$ cat src/rtl/seven_seg_scan_driver.sv
// Time-multiplexed N-digit seven-segment driver: refresh scan, ghost guard,
// leading-zero blanking and frame-synchronous (tear-free) digit loading.
module seven_seg_scan_driver #(
  parameter int NUM_DIGITS   = 4,
  parameter int REFRESH_DIV  = 50000,
  parameter int GUARD_CYCLES = 2,
  parameter int ACTIVE_LOW   = 1,
  parameter int LZ_SUPPRESS  = 1
) (
  input  logic                    clk,
  input  logic                    rst_n,
  input  logic                    load,
  input  logic [4*NUM_DIGITS-1:0] digits_in,
  input  logic [NUM_DIGITS-1:0]   dp_in,
  input  logic                    blank_in,
  output logic [7:0]              segment,
  output logic [NUM_DIGITS-1:0]   digit_en,
  output logic                    frame_done
);

  localparam int CW = (REFRESH_DIV > 1) ? $clog2(REFRESH_DIV) : 1;
  localparam int IW = (NUM_DIGITS > 1) ? $clog2(NUM_DIGITS) : 1;
  localparam logic [CW-1:0] CNT_LAST = CW'(REFRESH_DIV - 1);
  localparam logic [IW-1:0] IDX_LAST = IW'(NUM_DIGITS - 1);
  localparam logic [7:0] SEG_OFF = (ACTIVE_LOW != 0) ? 8'hFF : 8'h00;
  localparam logic [NUM_DIGITS-1:0] EN_OFF = (ACTIVE_LOW != 0) ? '1 : '0;

  // The scan position (idx, cnt) is the whole state; phase is derived from it.
  typedef enum logic {
    PH_GUARD,
    PH_SHOW
  } phase_e;

  function automatic logic [6:0] hex7(input logic [3:0] h);
    logic [6:0] s;
    case (h)
      4'h0: s = 7'h3F;
      4'h1: s = 7'h06;
      4'h2: s = 7'h5B;
      4'h3: s = 7'h4F;
      4'h4: s = 7'h66;
      4'h5: s = 7'h6D;
      4'h6: s = 7'h7D;
      4'h7: s = 7'h07;
      4'h8: s = 7'h7F;
      4'h9: s = 7'h6F;
      4'hA: s = 7'h77;
      4'hB: s = 7'h7C;
      4'hC: s = 7'h39;
      4'hD: s = 7'h5E;
      4'hE: s = 7'h79;
      default: s = 7'h71;
    endcase
    return s;
  endfunction

  logic [CW-1:0]           cnt;
  logic [IW-1:0]           idx;
  logic [4*NUM_DIGITS-1:0] pend_dig;
  logic [4*NUM_DIGITS-1:0] act_dig;
  logic [NUM_DIGITS-1:0]   pend_dp;
  logic [NUM_DIGITS-1:0]   act_dp;

  logic                    slot_end;
  logic                    frame_end;
  logic                    in_guard;
  phase_e                  phase;
  logic [NUM_DIGITS-1:0]   suppressed;
  logic                    higher_sup;
  logic [3:0]              cur_nib;
  logic                    cur_dp;
  logic                    cur_sup;
  logic [NUM_DIGITS-1:0]   en_on;
  logic [7:0]              seg_on;
  logic                    show;
  logic [7:0]              seg_next;
  logic [NUM_DIGITS-1:0]   en_next;

  assign slot_end  = (cnt == CNT_LAST);
  assign frame_end = slot_end && (idx == IDX_LAST);

  generate
    if (GUARD_CYCLES == 0) begin : g_no_guard
      assign in_guard = 1'b0;
    end else begin : g_guard
      assign in_guard = (cnt < CW'(GUARD_CYCLES));
    end
  endgenerate

  // Scan position: cnt walks through the slot, idx steps once per slot.
  always_ff @(posedge clk) begin
    if (!rst_n) begin
      cnt <= '0;
      idx <= '0;
    end else if (slot_end) begin
      cnt <= '0;
      idx <= (idx == IDX_LAST) ? '0 : idx + 1'b1;
    end else begin
      cnt <= cnt + 1'b1;
    end
  end

  // Pending always tracks the latest load; active only moves at the frame
  // boundary, and a load in that same cycle bypasses pending.
  always_ff @(posedge clk) begin
    if (!rst_n) begin
      pend_dig <= '0;
      pend_dp  <= '0;
      act_dig  <= '0;
      act_dp   <= '0;
    end else begin
      if (load) begin
        pend_dig <= digits_in;
        pend_dp  <= dp_in;
      end
      if (frame_end) begin
        act_dig <= load ? digits_in : pend_dig;
        act_dp  <= load ? dp_in : pend_dp;
      end
    end
  end

  // A digit is blanked only while it and every digit above it read as a bare 0.
  always_comb begin
    suppressed = '0;
    higher_sup = 1'b1;
    if (LZ_SUPPRESS != 0) begin
      for (int k = NUM_DIGITS - 1; k >= 1; k--) begin
        suppressed[k] = higher_sup && (act_dig[4*k +: 4] == 4'h0) && !act_dp[k];
        higher_sup    = suppressed[k];
      end
    end
  end

  always_comb begin
    cur_nib = 4'h0;
    cur_dp  = 1'b0;
    cur_sup = 1'b0;
    en_on   = '0;
    for (int k = 0; k < NUM_DIGITS; k++) begin
      en_on[k] = (idx == IW'(k));
      if (idx == IW'(k)) begin
        cur_nib = act_dig[4*k +: 4];
        cur_dp  = act_dp[k];
        cur_sup = suppressed[k];
      end
    end
  end

  always_comb begin
    phase    = in_guard ? PH_GUARD : PH_SHOW;
    seg_on   = {cur_dp, hex7(cur_nib)};
    show     = (phase == PH_SHOW) && !blank_in && !cur_sup;
    seg_next = SEG_OFF;
    en_next  = EN_OFF;
    if (show) begin
      seg_next = (ACTIVE_LOW != 0) ? ~seg_on : seg_on;
      en_next  = (ACTIVE_LOW != 0) ? ~en_on : en_on;
    end
  end

  always_ff @(posedge clk) begin
    if (!rst_n) begin
      segment    <= SEG_OFF;
      digit_en   <= EN_OFF;
      frame_done <= 1'b0;
    end else begin
      segment    <= seg_next;
      digit_en   <= en_next;
      frame_done <= frame_end;
    end
  end

endmodule

$ cat config.mk
export PLATFORM = sky130hd
export DESIGN_NAME = seven_seg_scan_driver
export DESIGN_NICKNAME = d
export VERILOG_FILES = /design/src/rtl/seven_seg_scan_driver.sv
export SDC_FILE = /design/constraint.sdc
export NUM_CORES = 1
export LEC_CHECK = 0
export ABC_CLOCK_PERIOD_IN_PS = 2800
export CAP_MARGIN = 20
export CORE_ASPECT_RATIO = 0.5
export CORE_MARGIN = 2
export CORE_UTILIZATION = 40
export DETAILED_ROUTE_END_ITERATION = 6
export DONT_BUFFER_PORTS = 1
export PLACE_DENSITY = 0.58
export SLEW_MARGIN = 40
export SYNTH_ARGS = -nofsm -noshare
export SYNTH_HDL_FRONTEND = slang
export SYNTH_SLANG_ARGS = --single-unit
$ cat constraint.sdc
create_clock -name clk -period 2.8 [get_ports clk]
set_input_delay 0.42 -clock clk [delete_from_list [all_inputs] [get_ports clk]]
set_output_delay 0.42 -clock clk [all_outputs]
set_load 0.02 [all_outputs]
Word level (Yosys, flattened, before mapping). Memories as Yosys holds them, arrays and structs flattened. Index checks and enable logic that the tools add are counted.

Register bits after elaboration: 71. Bits in read-only memories: 112. Input port bits: 24. Output and inout port bits: 13. Memories: 1.

Memories: (no name shown) (words 16, width 7, read ports 1, clocked after Yosys merged registers in 0, write ports 0, line 36) `case (h)`.

$add $sub $neg: 2. Magnitude comparators: 1. Equality and inequality tests: 4. Multiplexer cells: 15. Bitwise gates (word level): 3. Reduce and logical (&&, ||, !) cells: 19.

Operator list (count): $mux W4 (5); $add A16 B1 Y16 const B (1); $eq A16 B16 Y1 const B (1); $lt A16 B2 Y1 const B (1); $mux W16 (1); $logic_not A4 Y1 (3); $logic_and A1 B1 Y1 (8); $mux W1 (8); $not A8 Y8 (1); $logic_not A1 Y1 (5); $eq A2 B2 Y1 const B (2); $not A4 Y4 (1); $add A2 B1 Y2 const B (1); $eq A2 B1 Y1 const B (1); $logic_not A2 Y1 (1); $mux W2 (1); $reduce_and A2 Y1 (1); $reduce_or A2 Y1 (1); $not A1 Y1 (1).

Longest topological paths before layout. Gate-level depths: netlist of the first run.

Depth in word-level cells: 12. Gate-level depth with buffers: 11. Mapped depth without buffers: 10.

Least setup slack after synthesis of the first run. No wires, ideal clock.

Path type: register to register. Start point: register idx[0]. End point: register segment[5]. Setup time: 0.130 ns. Arrival: 2.111 ns. Path slack: 0.560 ns. Stages on the path, launching flop included: 12. Buffers on the path: 1. Cell sequence: dfxtp_1 -> inv_1 -> ha_1 -> buf_2 -> a21oi_1 -> o21ai_0 -> a22oi_1 -> inv_1 -> ha_1 -> mux2_2 -> o21ai_0 -> nand2_1.

Word-level cells in the longest chain between the ends: 7. Elaborated cells on any way between the ends: 16.

Ends and longest elaborated chain: start: declaration (line 58) `logic [IW-1:0] idx;`; start signal: assignment (line 97) `idx <= (idx == IDX_LAST) ? '0 : idx + 1'b1;`; $logic_not A2 Y1 or $eq A2 B1 Y1 (tied branches) (line 142) `if (idx == IW'(k)) begin`; $mux W4 or $mux W1 (tied branches) (3 in series) (line 142); $mux W4 or $logic_not A1 Y1 (tied branches) (line 142, 153); $mem_v2 Z16 W7 or $logic_and A1 B1 Y1 (tied branches); $not A8 Y8 or $reduce_and A2 Y1 (tied branches); end signal: assignment (line 168) `segment <= seg_next;`; end: declaration (line 16) `output logic [7:0] segment,`.

Parallel ways exist; a longest one is shown, timed or not. A chain may end at the register's enable or synchronous reset.

Worst setup path after layout of the first run.
Start point: register idx[1]. End point: register segment[1].

Same word-level chain as after synthesis.

==> results.tsv, run 1 <==
metric	value	unit
Total Routed Length	5970	µm
XOR/XNOR Fraction of Synth Area	4.41	%
total CTS buffers	9	
synth-to-layout area growth	11.5	%
Worst R2R Start	idx[1]$_SDFFE_PN0N_	
PD cells	628	nW/µm²
Avg Inst Size Synth	10.5	µm²
post-synthesis compound-gate area fraction	16.0	%
Synth area leader	dfxtp_1	
Final Max Tran Viols	0	
Post-Syn Instances	303	
Port Buffers	0	
DR pass1 iterations	4	
Post-synth EDFFs	0	
Final period util	86.0	%
Simple-Gate Fraction of Synth Area	18.4	%
adder-cell share of the synthesized area	4.33	%
kind of start point of the critical path	flop	
post-route setup slack	0.392	ns
Routed Antenna Nets	0	
CP max FO	12	
Top FF cell, synth	dfxtp_1	
CP required	3.06	ns
Initial Util	42.3	%
Hold Path Class	primary input to flop	
core area	7510	µm²
DP Worst Slack	0.256	ns
Antenna diodes	0	
Syn Nets	338	
Hold Crit Start	rst_n	
clk buf depth	2	
CTS H-tree lvls	3	
hold path cells	1	
# IOs	37	
Crit. End Element	flop	
ys async rst share	0	%
worst skew pair latency	0.33	ns
Netlist cell types	50	
first-pass GRT wire length	10200	µm
r2r worst-path depth	9	
Peak VDD IR	318	µV
outcome	finished, final reports clean	
largest family of logic cells by synthesized area	simple AND/OR/NAND/NOR gates	
Setup violations, final	0	
maxcap violations	0	
chip height	67.0	µm
largest net degree at the start of global routing	28	
routed via count	2103	
die area	8710	µm²
Yosys Warn Count	0	
DPL Wire Length	4290	µm
Site Rows	22	
Yosys top cell area share	44.7	%
clock slew at reported path FFs	0.05	ns
WHS Endpoint	cnt[2]$_SDFF_PP0_	
WL/cell	14.3	µm
# DRC	0	
FF+latch count, synth	71	
CP arrival	2.66	ns
most instantiated library cell after synthesis	dfxtp_1	
Seq/Total Area, Yosys	44.7	%
most frequent cells after synthesis	71 x dfxtp_1, 23 x nor2_1, 21 x mux2i_1	
ranking of synthesized cells by area	dfxtp_1 45%, o2bb2ai_2 9.0%, mux2i_1 6.6%	
Final Hold Vio Count	0	
worst slew pin tran	0.669	ns
r2r setup slk	0.39	ns
CTS root buf	clkbuf_16	
post-layout net count	338	
Mapped Area	3180	µm²
GRT Overall Usage	15.6	%
clock period minus worst slack	2.41	ns
Setup Skew	0.00517	ns
gr ovfl total	0	
Worst slew margin	55.1	%
layout cells sized above 1	16.9	%
Hold Buf Count CTS	0	
Setup Fix Bufs, Post-CTS	0	
Fmax	415	MHz
antenna violations before repair	1	
mux contribution to synthesized area	7.33	%
Setup TNS	0	ns
Leakage	1.31	nW
RePlAce Congestion	0.858	
RSZ-0062 raised after global routing	no	
initial DRC count	65	
via-per-instance ratio	5.06	
vias in the first global route	2027	
CTS tree	built	
critical path type	flop to flop	
CTS resizes	0	
Worst R2R End	segment[1]$_SDFF_PN1_	
chip width	130	µm
CTS sink count	71	
total power	2.23	mW
## per-stage QoR
| stage | cell area, µm² | hold slack, ns | cells | util [%] |
|---|---|---|---|---|
| CTS | 3540 | 0.195 | 416 | 47.1 |
| global placement | 3250 | 0.446 | 400 | 43.2 |
| global route | 3540 | 0.200 | 416 | 47.2 |
| detailed placement | 3250 | 0.455 | 400 | 43.2 |
| finish | 3540 | 0.210 | 416 | 47.2 |
| floorplan | 3180 | 0.429 | 303 | - |
## cell families (layout without fill, tap and decap cells)
group / count (synthesis) / after routing
AND/OR/NAND/NOR: 102 / 102
flip-flops: 71 / 71
AO/OA/AOI/OAI: 51 / 51
buffers and inverters: 29 / 34
multiplexers: 23 / 23
XOR/XNOR: 16 / 16
adder cells (fa/ha/maj): 11 / 11
## per-layer routing
layer / part of all wire [%] / vias to the layer above / track usage [%]
met4: 1.2 / 2 / 6.05
met5: 0.22 / - / 0
li1: - / 1060 / -
met2: 44 / 38 / 22.9
met1: 49 / 994 / 19.8
met3: 5.6 / 9 / 7.07
## cells in the final DEF, fill, tap and decap left out, types with 4 or more instances in the layout
cell type	instances
dfxtp_1	71
nor2_1	23
mux2i_1	21
nand2_1	20
nor2b_1	20
o2bb2ai_2	19
inv_1	12
ha_1	11
clkbuf_16	9
xnor2_1	8
xor2_1	8
a21oi_1	7
nand3b_1	6
nand3_1	6
buf_4	6
o21ai_0	4
nand4_1	4
nor4_1	4
## report_power, final
part           switching, mW  internal (mW)  total, mW
clock network          0.392          0.708       1.10
logic                 0.0388         0.0326     0.0715
registers             0.0169           1.04       1.05
## registers in the layout (all words and copies together) (netlist names)
register    flops
act_dig        16
pend_dp         4
digit_en        4
cnt            16
act_dp          4
idx             2
segment         8
frame_done      1
pend_dig       16
## layout make-up
cell class                 count  area, µm²
clock buffer                  12        246
clock inverter                 4       45.0
fill                         692       3970
inverter                      12       45.0
multi-input combinational    203       1610
sequential                    71       1420
tap                          108        135
timing repair buffer           6       45.0
## critical path, cell delays in order, from the launching register on
cell      delay (ns)
dfxtp_1         0.37
inv_1           0.08
ha_1            0.32
nand3b_1        0.21
a221oi_1        0.34
nor2_1          0.18
ha_1            0.33
nor2_1          0.04
or3b_1          0.38
o211ai_1        0.09
## how the worst max path moves through the flow
stage	start	to	slack, ns
6_report	idx[1]$_SDFFE_PN0N_	segment[1]$_SDFF_PN1_	0.39
5_1_grt	idx[1]$_SDFFE_PN0N_	segment[1]$_SDFF_PN1_	0.13
4_1_cts	idx[0]$_SDFFE_PN0N_	segment[5]$_SDFF_PN1_	0.25
3_5_place_dp	idx[0]$_SDFFE_PN0N_	segment[5]$_SDFF_PN1_	0.26
3_3_place_gp	idx[0]$_SDFFE_PN0N_	segment[5]$_SDFF_PN1_	0.43
2_1_floorplan	idx[0]$_SDFFE_PN0N_	segment[5]$_SDFF_PN1_	0.56
Power figures use the tool's default switching activity.
==> run 2: changes to the inputs <==
--- a/config.mk
+++ b/config.mk
@@ -9,10 +9,10 @@
 export CAP_MARGIN = 20
 export CORE_ASPECT_RATIO = 0.5
 export CORE_MARGIN = 2
-export CORE_UTILIZATION = 40
+export CORE_UTILIZATION = 50
 export DETAILED_ROUTE_END_ITERATION = 6
 export DONT_BUFFER_PORTS = 1
-export PLACE_DENSITY = 0.58
+export PLACE_DENSITY = 0.69
 export SLEW_MARGIN = 40
 export SYNTH_ARGS = -nofsm -noshare
 export SYNTH_HDL_FRONTEND = slang
==> results.tsv, run 2 (same netlist as run 1, synthesis figures left out) <==
metric	value	unit
placed cell area	3210	µm²
most common cell after layout, fill and taps aside	dfxtp_1	
biggest regs	act_dig (16), cnt (16), pend_dig (16)	
WL/cell	14.3	µm
maxcap violations	0	
synth-to-layout area growth	9.96	%
total power	2.15	mW
total CTS buffers	9	
die area	7050	µm²
Final period util	85.4	%
clock slew at reported path FFs	0.05	ns
layout cells sized above 1	15.6	%
outcome	finished, final reports clean	
antenna violations before repair	1	
CTS root buf	clkbuf_16	
gr ovfl total	0	
# DRC	0	
via-per-instance ratio	5.24	
# IOs	37	
Final Hold Vio Count	0	
Site Rows	20	
post-layout net count	337	
GRT Overall Usage	18.1	%
most frequent cells in the layout	71 x dfxtp_1, 23 x nor2_1, 21 x mux2i_1, 20 x nand2_1, 20 x nor2b_1	
worst slew pin tran	0.498	ns
Worst slew margin	66.8	%
initial DRC count	111	
Routed Antenna Nets	0	
CP max FO	12	
Total Routed Length	5680	µm
Post-Layout Inst Area	3490	µm²
PD cells	615	nW/µm²
Final Max Tran Viols	0	
WHS	0.222	ns
Setup violations, final	0	
CP required	3.01	ns
chip height	60.4	µm
RSZ-0062 raised after global routing	no	
Hold Path Class	primary input to flop	
clock period minus worst slack	2.39	ns
CTS tree	built	
kind of start point of the critical path	flop	
first-pass GRT wire length	9530	µm
vias in the first global route	1952	
Setup TNS	0	ns
chip width	117	µm
Util after Layout	57.2	%
clk buf depth	2	
worst skew pair latency	0.32	ns
largest net degree at the start of global routing	28	
CP arrival	2.60	ns
Peak VDD IR	350	µV
Port Buffers	0	
Leakage	1.29	nW
Fmax	418	MHz
routed via count	2076	
DR pass1 iterations	4	
critical path type	flop to flop	
CTS sink count	71	
Crit. End Element	flop	
Initial Util	52.0	%
CTS H-tree lvls	3	
DPL Wire Length	3950	µm
core area	6110	µm²
RePlAce Congestion	0.846	
Setup Skew	0.00427	ns
[run 2: metrics by stage]
step / setup slack [ns] / std cells
6_report: 0.408 / 396
5_1_grt: 0.203 / 396
4_1_cts: 0.245 / 395
3_5_place_dp: 0.260 / 379
3_3_place_gp: 0.442 / 379
2_1_floorplan: 0.560 / 303
[run 2: power breakdown]
| part | internal [mW] | switching [mW] |
|---|---|---|
| registers | 1.04 | 0.0168 |
| logic | 0.0328 | 0.0384 |
| clock network | 0.649 | 0.373 |
[run 2: worst paths after layout]
check,start,end,slack [ns],cells past startpoint
worst min register to register,cnt[0]$_SDFF_PP0_,cnt[0]$_SDFF_PP0_,0.48,1
worst max-delay path,idx[0]$_SDFFE_PN0N_,segment[5]$_SDFF_PN1_,0.41,10
worst min-delay path,rst_n,cnt[2]$_SDFF_PP0_,0.22,1
worst max register to register,idx[0]$_SDFFE_PN0N_,segment[5]$_SDFF_PN1_,0.41,10
[run 2: critical path, stage by stage (launching register included)]
cell	delay, ns
dfxtp_1	0.36
inv_1	0.10
ha_1	0.34
a21oi_1	0.18
o21ai_0	0.13
a22oi_2	0.29
inv_1	0.14
ha_1	0.27
mux2_2	0.27
o21ai_0	0.14
nand2_1	0.07
[run 2: area by class of cell]
class	instances	area, µm²
fill	550	2610
multi-input combinational	203	1610
sequential	71	1420
clock buffer	16	272
tap	88	110
inverter	12	45.0
timing repair buffer	5	37.5
antenna	1	2.50
[run 2: what timing repair did]
item                                    4_1_cts  5_1_grt
hold buffers                                  0        0
endpoints found under the setup margin        0        1
buffers inserted                              0        0
resized for setup                             0        1
[run 2: routing by layer]
| layer | global-route usage [%] | up-vias | part of all wire [%] |
|---|---|---|---|
| li1 | - | 1065 | - |
| met1 | 23.6 | 964 | 50 |
| met2 | 26.8 | 38 | 43 |
| met3 | 7.49 | 9 | 5.7 |
| met4 | 7.56 | 0 | 1.4 |
| met5 | 0 | - | 0 |
